--- src/rtl/shift_reg_pkg.sv ---
// Types and defaults shared by the shift-register blocks (piso_serializer, sipo).
package shift_reg_pkg;

    localparam int unsigned SR_WIDTH_DEFAULT = 4;

    typedef enum logic {
        IDLE  = 1'b0,
        SHIFT = 1'b1
    } piso_state_t;

endpackage

--- src/rtl/piso_serializer_if.sv ---
// Parallel-load and serial-stream handshake bundle for piso_serializer.
interface piso_serializer_if
    import shift_reg_pkg::*;
#(
    parameter int unsigned WIDTH = SR_WIDTH_DEFAULT
);
    logic             in_valid;
    logic             in_ready;
    logic [WIDTH-1:0] in_data;
    logic             serial_out;
    logic             serial_valid;
    logic             serial_ready;
    logic             serial_last;
    logic             busy;

    modport master (
        output in_valid, in_data, serial_ready,
        input  in_ready, serial_out, serial_valid, serial_last, busy
    );

    modport slave (
        input  in_valid, in_data, serial_ready,
        output in_ready, serial_out, serial_valid, serial_last, busy
    );
endinterface

--- src/rtl/piso_serializer.sv ---
// Parallel-in serial-out shift register with valid/ready on both sides;
// a word on the last-bit transfer can be loaded back-to-back with no idle cycle.
module piso_serializer
    import shift_reg_pkg::*;
#(
    parameter int unsigned WIDTH     = SR_WIDTH_DEFAULT,
    parameter bit          MSB_FIRST = 1'b1
) (
    input  logic                  clk,
    input  logic                  rst,
    piso_serializer_if.slave      bus
);
    localparam int unsigned     CW       = $clog2(WIDTH);
    localparam logic [CW-1:0]   CNT_LAST = CW'(WIDTH - 1);

    piso_state_t      state, state_nxt;
    logic [WIDTH-1:0] sr, sr_nxt;
    logic [CW-1:0]    cnt, cnt_nxt;
    logic             last;
    logic             xfer;
    logic             load;

    assign last = (state == SHIFT) && (cnt == CNT_LAST);
    assign xfer = (state == SHIFT) && bus.serial_ready;
    assign load = bus.in_valid && bus.in_ready;

    assign bus.in_ready     = (state == IDLE) || (last && bus.serial_ready);
    assign bus.serial_out   = MSB_FIRST ? sr[WIDTH-1] : sr[0];
    assign bus.serial_valid = (state == SHIFT);
    assign bus.busy         = (state == SHIFT);
    assign bus.serial_last  = last;

    always_ff @(posedge clk or posedge rst) begin
        if (rst) begin
            state <= IDLE;
            sr    <= '0;
            cnt   <= '0;
        end else begin
            state <= state_nxt;
            sr    <= sr_nxt;
            cnt   <= cnt_nxt;
        end
    end

    // A load on the final transfer overrides the shift/idle decision.
    always_comb begin
        state_nxt = state;
        sr_nxt    = sr;
        cnt_nxt   = cnt;
        if (xfer) begin
            sr_nxt = MSB_FIRST ? {sr[WIDTH-2:0], 1'b0} : {1'b0, sr[WIDTH-1:1]};
            if (last) begin
                cnt_nxt   = '0;
                state_nxt = IDLE;
            end else begin
                cnt_nxt = cnt + CW'(1);
            end
        end
        if (load) begin
            sr_nxt    = bus.in_data;
            cnt_nxt   = '0;
            state_nxt = SHIFT;
        end
    end
endmodule

--- src/flat_wrapper.sv ---
// flat-port wrapper written by rule: the top's interface ports become plain ports
module piso_serializer_flat import shift_reg_pkg::*;
#(
    parameter int unsigned WIDTH     = SR_WIDTH_DEFAULT,
    parameter bit          MSB_FIRST = 1'b1
)
  (clk, rst, bus_in_valid, bus_in_data, bus_serial_ready, bus_in_ready, bus_serial_out, bus_serial_valid, bus_serial_last, bus_busy);
  piso_serializer_if #(.WIDTH(WIDTH)) bus_i ();
  input  logic clk;
  input  logic rst;
  input wire logic [$bits(bus_i.in_valid)-1:0] bus_in_valid;
  input wire logic [$bits(bus_i.in_data)-1:0] bus_in_data;
  input wire logic [$bits(bus_i.serial_ready)-1:0] bus_serial_ready;
  output wire logic [$bits(bus_i.in_ready)-1:0] bus_in_ready;
  output wire logic [$bits(bus_i.serial_out)-1:0] bus_serial_out;
  output wire logic [$bits(bus_i.serial_valid)-1:0] bus_serial_valid;
  output wire logic [$bits(bus_i.serial_last)-1:0] bus_serial_last;
  output wire logic [$bits(bus_i.busy)-1:0] bus_busy;
  assign bus_i.in_valid = bus_in_valid;
  assign bus_i.in_data = bus_in_data;
  assign bus_i.serial_ready = bus_serial_ready;
  assign bus_in_ready = bus_i.in_ready;
  assign bus_serial_out = bus_i.serial_out;
  assign bus_serial_valid = bus_i.serial_valid;
  assign bus_serial_last = bus_i.serial_last;
  assign bus_busy = bus_i.busy;
  piso_serializer #(.WIDTH(WIDTH), .MSB_FIRST(MSB_FIRST)) u_core (.clk(clk), .rst(rst), .bus(bus_i));
endmodule
--- config.mk ---
export PLATFORM = sky130hd
export DESIGN_NAME = piso_serializer_flat
export DESIGN_NICKNAME = d
export VERILOG_FILES = /design/src/rtl/shift_reg_pkg.sv /design/src/rtl/piso_serializer_if.sv /design/src/rtl/piso_serializer.sv /design/src/flat_wrapper.sv
export SDC_FILE = /design/constraint.sdc
export NUM_CORES = 1
export LEC_CHECK = 0
export BUFFER_PORTS_ARGS = -buffer_cell sky130_fd_sc_hd__buf_2
export CAP_MARGIN = 15
export CORE_AREA = 2 2 39 41
export CTS_BUF_LIST = sky130_fd_sc_hd__clkbuf_8 sky130_fd_sc_hd__clkbuf_16
export CTS_CLUSTER_DIAMETER = 200
export DETAILED_ROUTE_END_ITERATION = 10
export DIE_AREA = 0 0 41 43
export HOLD_SLACK_MARGIN = 0.02
export MAX_ROUTING_LAYER = met4
export PLACE_DENSITY = 0.54
export SETUP_SLACK_MARGIN = 0.3
export SLEW_MARGIN = 20
export SYNTH_ARGS = -nofsm -noshare
export SYNTH_HDL_FRONTEND = slang
export SYNTH_SLANG_ARGS = --single-unit
--- constraint.sdc ---
create_clock -name clk -period 1.2 [get_ports clk]
set_input_delay 0.18 -clock clk [delete_from_list [all_inputs] [get_ports clk]]
set_output_delay 0.18 -clock clk [all_outputs]
set_load 0.02 [all_outputs]
==> results.ini <==
[floorplanning]
die-area_um2=1763
die_h_um=43
design.portCount=13
core_um2=1384
fp-row-count=14
initial_utilization=0.3056
die_x_um=41

[timing]
period_minus_slack_ns=1.267
holdWs_ns=0.2206
post-route-period-util=1.056
max-slew-margin-rel=0.8204
finalWorstSetupSlack_ns=-0.06727
finalSetupViolCount=4
fin_worst_skew_ns=0.004663
fin_tns_setup_ns=-0.2003
max_freq_ghz=0.7891
total_count_of_max_transition_violations_in_the_final_report=0
rsz0062_at_grt=yes
slew_at_the_pin_closest_to_its_max_slew_limit_ns=0.2691
final-hold-violation-count=0

[placed_design]
placement.cell_area_um2=519.2
detailedPlacementHpwl_um=625.4
place.gp.congestion=0.6967
port_buffers=12

[synth]
synth_seq_area_share=0.4142
syn_inst=42
synth.cell_area_um2=422.9
post_synth_xor_area_fraction=0
synth-compound-area-share=0.1568
syn-mean-instance-area_um2=10.07
synthesis.yosys.warnings=0
synth-simple-area-share=0.2012
synth_seq_cells=7
synth_largest_type_area_fraction=0.4142
top_area_cells_in_the_synthesized_netlist=dfrtp_1 41%, mux2i_1 9.5%, nand2b_1 7.4%
biggest_area_consumer_among_synthesized_cells=dfrtp_1
synth_top_family_by_area=simple AND/OR/NAND/NOR gates
syn-num-nets=51
post_synthesis_adder_cell_area_fraction=0.02959
synth.mux.area_fraction=0.1479
ys_types=21

[run_status]
status=finished, violations left
violations_in_the_final_reports=setup timing

[cells_and_area]
layout.cell_area.non_filler_um2=669.4
layout-drive-gt1-share=0.5000
diodes=0
area_growth_syn_to_layout_pct=58.28
final_nets=74
utilization=0.4837

[pwr]
sw_frac_of_total=0.3257
clock_power_share=0.228
cell_internal_pwr_uw=957.5
p_leak_uw=0.0003381
p_seq_frac=0.280
max-vdd-ir-drop_mv=0.9386
pwr_density_cell_nw_per_um2=2121
power.combinational.fraction=0.492
netSwitchingPower_uw=462.6

[critical_path]
worstPathMaxFanout=4
r2r_setup_slack_ns=-0.07
reg2reg_depth=5
worst-endpoint-arrival_ns=1.38
critical_path.reg2reg.endpoint=u_core.cnt[1]
critical_path.startpoint=u_core.cnt[0]
required_ns=1.32
setup.worst_path.end=u_core.cnt[1]
end_kind=register
setup.worst_path.start_class=register
path_class=register to register
regToRegStartpoint=u_core.cnt[0]

[clock_tree]
cts-buffers-inserted=3
clock_sinks=7
clkTransAtPathRegs_ns=0.04
clock_insertion_delay_worst_skew_ns=0.23
tritoncts=yes
cts.path.max_buffers=2
ctsRootBufferMaster=clkbuf_8
htreeDepth=1

[route]
routed_wl_um=951
post_drt_wl_per_cell_um=11.89
dr_total_vias=381
detail_route.drc_violations=0
drtIter0Drc=3
ratio_of_routed_vias_to_standard_cells=4.763
post_detailed_route_count_of_antenna_violating_nets=0
first_pass_iters=4

[grt]
maximum_number_of_pins_on_one_net_before_global_route_repair=11
grt_pass1_vias=360
grt_antenna_before_repair=0
grt_overflow_total=0
grt_usage=0.1298
grt_first_pass_wirelength_um=1442

[hold_path]
kind_of_path_behind_the_tightest_hold_check=input port to register
min_from=bus_in_data[0]

[run]
drv.max_cap_violation_count=0

==> layer usage <==
layer	share of wire	vias up	wire, um	track usage
met5	0	-	0	-
met4	0.0095	0	9	0.08000
met3	0.061	2	58	0.04712
met2	0.42	13	401	0.1688
met1	0.51	174	481	0.1656
li1	-	192	-	-
==> synth_stat cells <==
cell type / n
or2b_1: 1
nor2b_1: 1
o21ai_0: 1
ha_1: 1
mux2_2: 2
o22ai_1: 3
and2_1: 1
nand2_1: 3
inv_1: 1
a31o_1: 1
nor2_1: 1
a22o_1: 1
a32o_1: 1
buf_4: 1
a21oi_1: 3
dfrtp_1: 7
nand2b_1: 5
mux2i_1: 4
nand2_4: 1
nand3b_1: 1
buf_2: 2
==> stage by stage <==
step | power (uW) | instances | worst slack (ns)
after floorplan | 787.7 | 42 | 0.05052
after global placement | 912.7 | 69 | 0.02513
after detailed placement | 909.9 | 69 | 0.02771
after CTS | 1378 | 78 | -0.06622
after global routing | 1521 | 80 | -0.1116
final | 1420 | 80 | -0.06727
==> timing repair <==
item / CTS / global route
gates resized for setup: 14 / 2
endpoints found under the hold margin: 7 / 0
hold buffers: 1 / 0
pin swaps: 5 / 1
buffers inserted: 4 / 2
endpoints found under the setup margin: 12 / 12
==> cells in the final DEF (no fill, tap or decap) <==
cell type,netlist,layout
buf_6,0,9
buf_2,2,7
nand2b_1,5,5
dfrtp_1,7,5
mux2i_1,4,4
buf_4,1,4
o22ai_1,3,3
a21oi_1,3,3
clkbuf_8,0,3
nand2_2,0,2
mux2_2,2,2
inv_1,1,2
dfrtp_2,0,2
a32o_1,1,1
nand2_4,1,1
or2b_1,1,1
nand3b_1,1,1
nand2_1,3,1
o21ai_1,0,1
and2_4,0,1
nor2b_1,1,1
a31o_1,1,1
nor2_1,1,1
a22o_1,1,1
ha_4,0,1
dlygate4sd3_1,0,1
==> critical path, stage by stage (launching register included) <==
cell	delay, ns
dfrtp_1	0.40
ha_4	0.17
buf_4	0.12
nand2_4	0.06
a31o_1	0.21
a22o_1	0.20
==> power by group through the flow <==
stage	combinational [uW]	clock [uW]	sequential, uW
3_3_place_gp	514	0	398
2_1_floorplan	367	0	420
3_5_place_dp	511	0	399
6_report	698	324	397
4_1_cts	645	336	398
5_1_grt	764	348	410
==> logic make-up (layout without fill, tap and decap cells) <==
| group | after synthesis | after routing |
|---|---|---|
| AO/OA/AOI/OAI | 10 | 10 |
| adder cells (fa/ha/maj) | 1 | 1 |
| AND/OR/NAND/NOR | 14 | 14 |
| flip-flops | 7 | 7 |
| multiplexers | 6 | 6 |
| buffers and inverters | 4 | 26 |
==> sequential cells by signal (all words and copies together) (netlist names) <==
name and cells:
u_core.bus.busy 1, u_core.cnt 2, u_core.sr 4
==> cell type report <==
class                   count  area (um2)
well taps                  16       20.02
clock inverters             1       3.754
multi-input cells          31       246.5
clock buffers               3       41.29
repair buffers             21       176.4
inverters                   1       3.754
flip-flops and latches      7       177.7
fillers                   134       714.4
==> how the worst min path moves through the flow <==
stage,endpoint,cells past startpoint
2_1_floorplan,u_core.cnt[0],1
3_3_place_gp,u_core.sr[1],2
3_5_place_dp,u_core.sr[2],2
4_1_cts,u_core.sr[0],2
5_1_grt,u_core.sr[0],2
6_report,u_core.sr[0],2
Note: power is estimated with default switching activity, not from simulation.
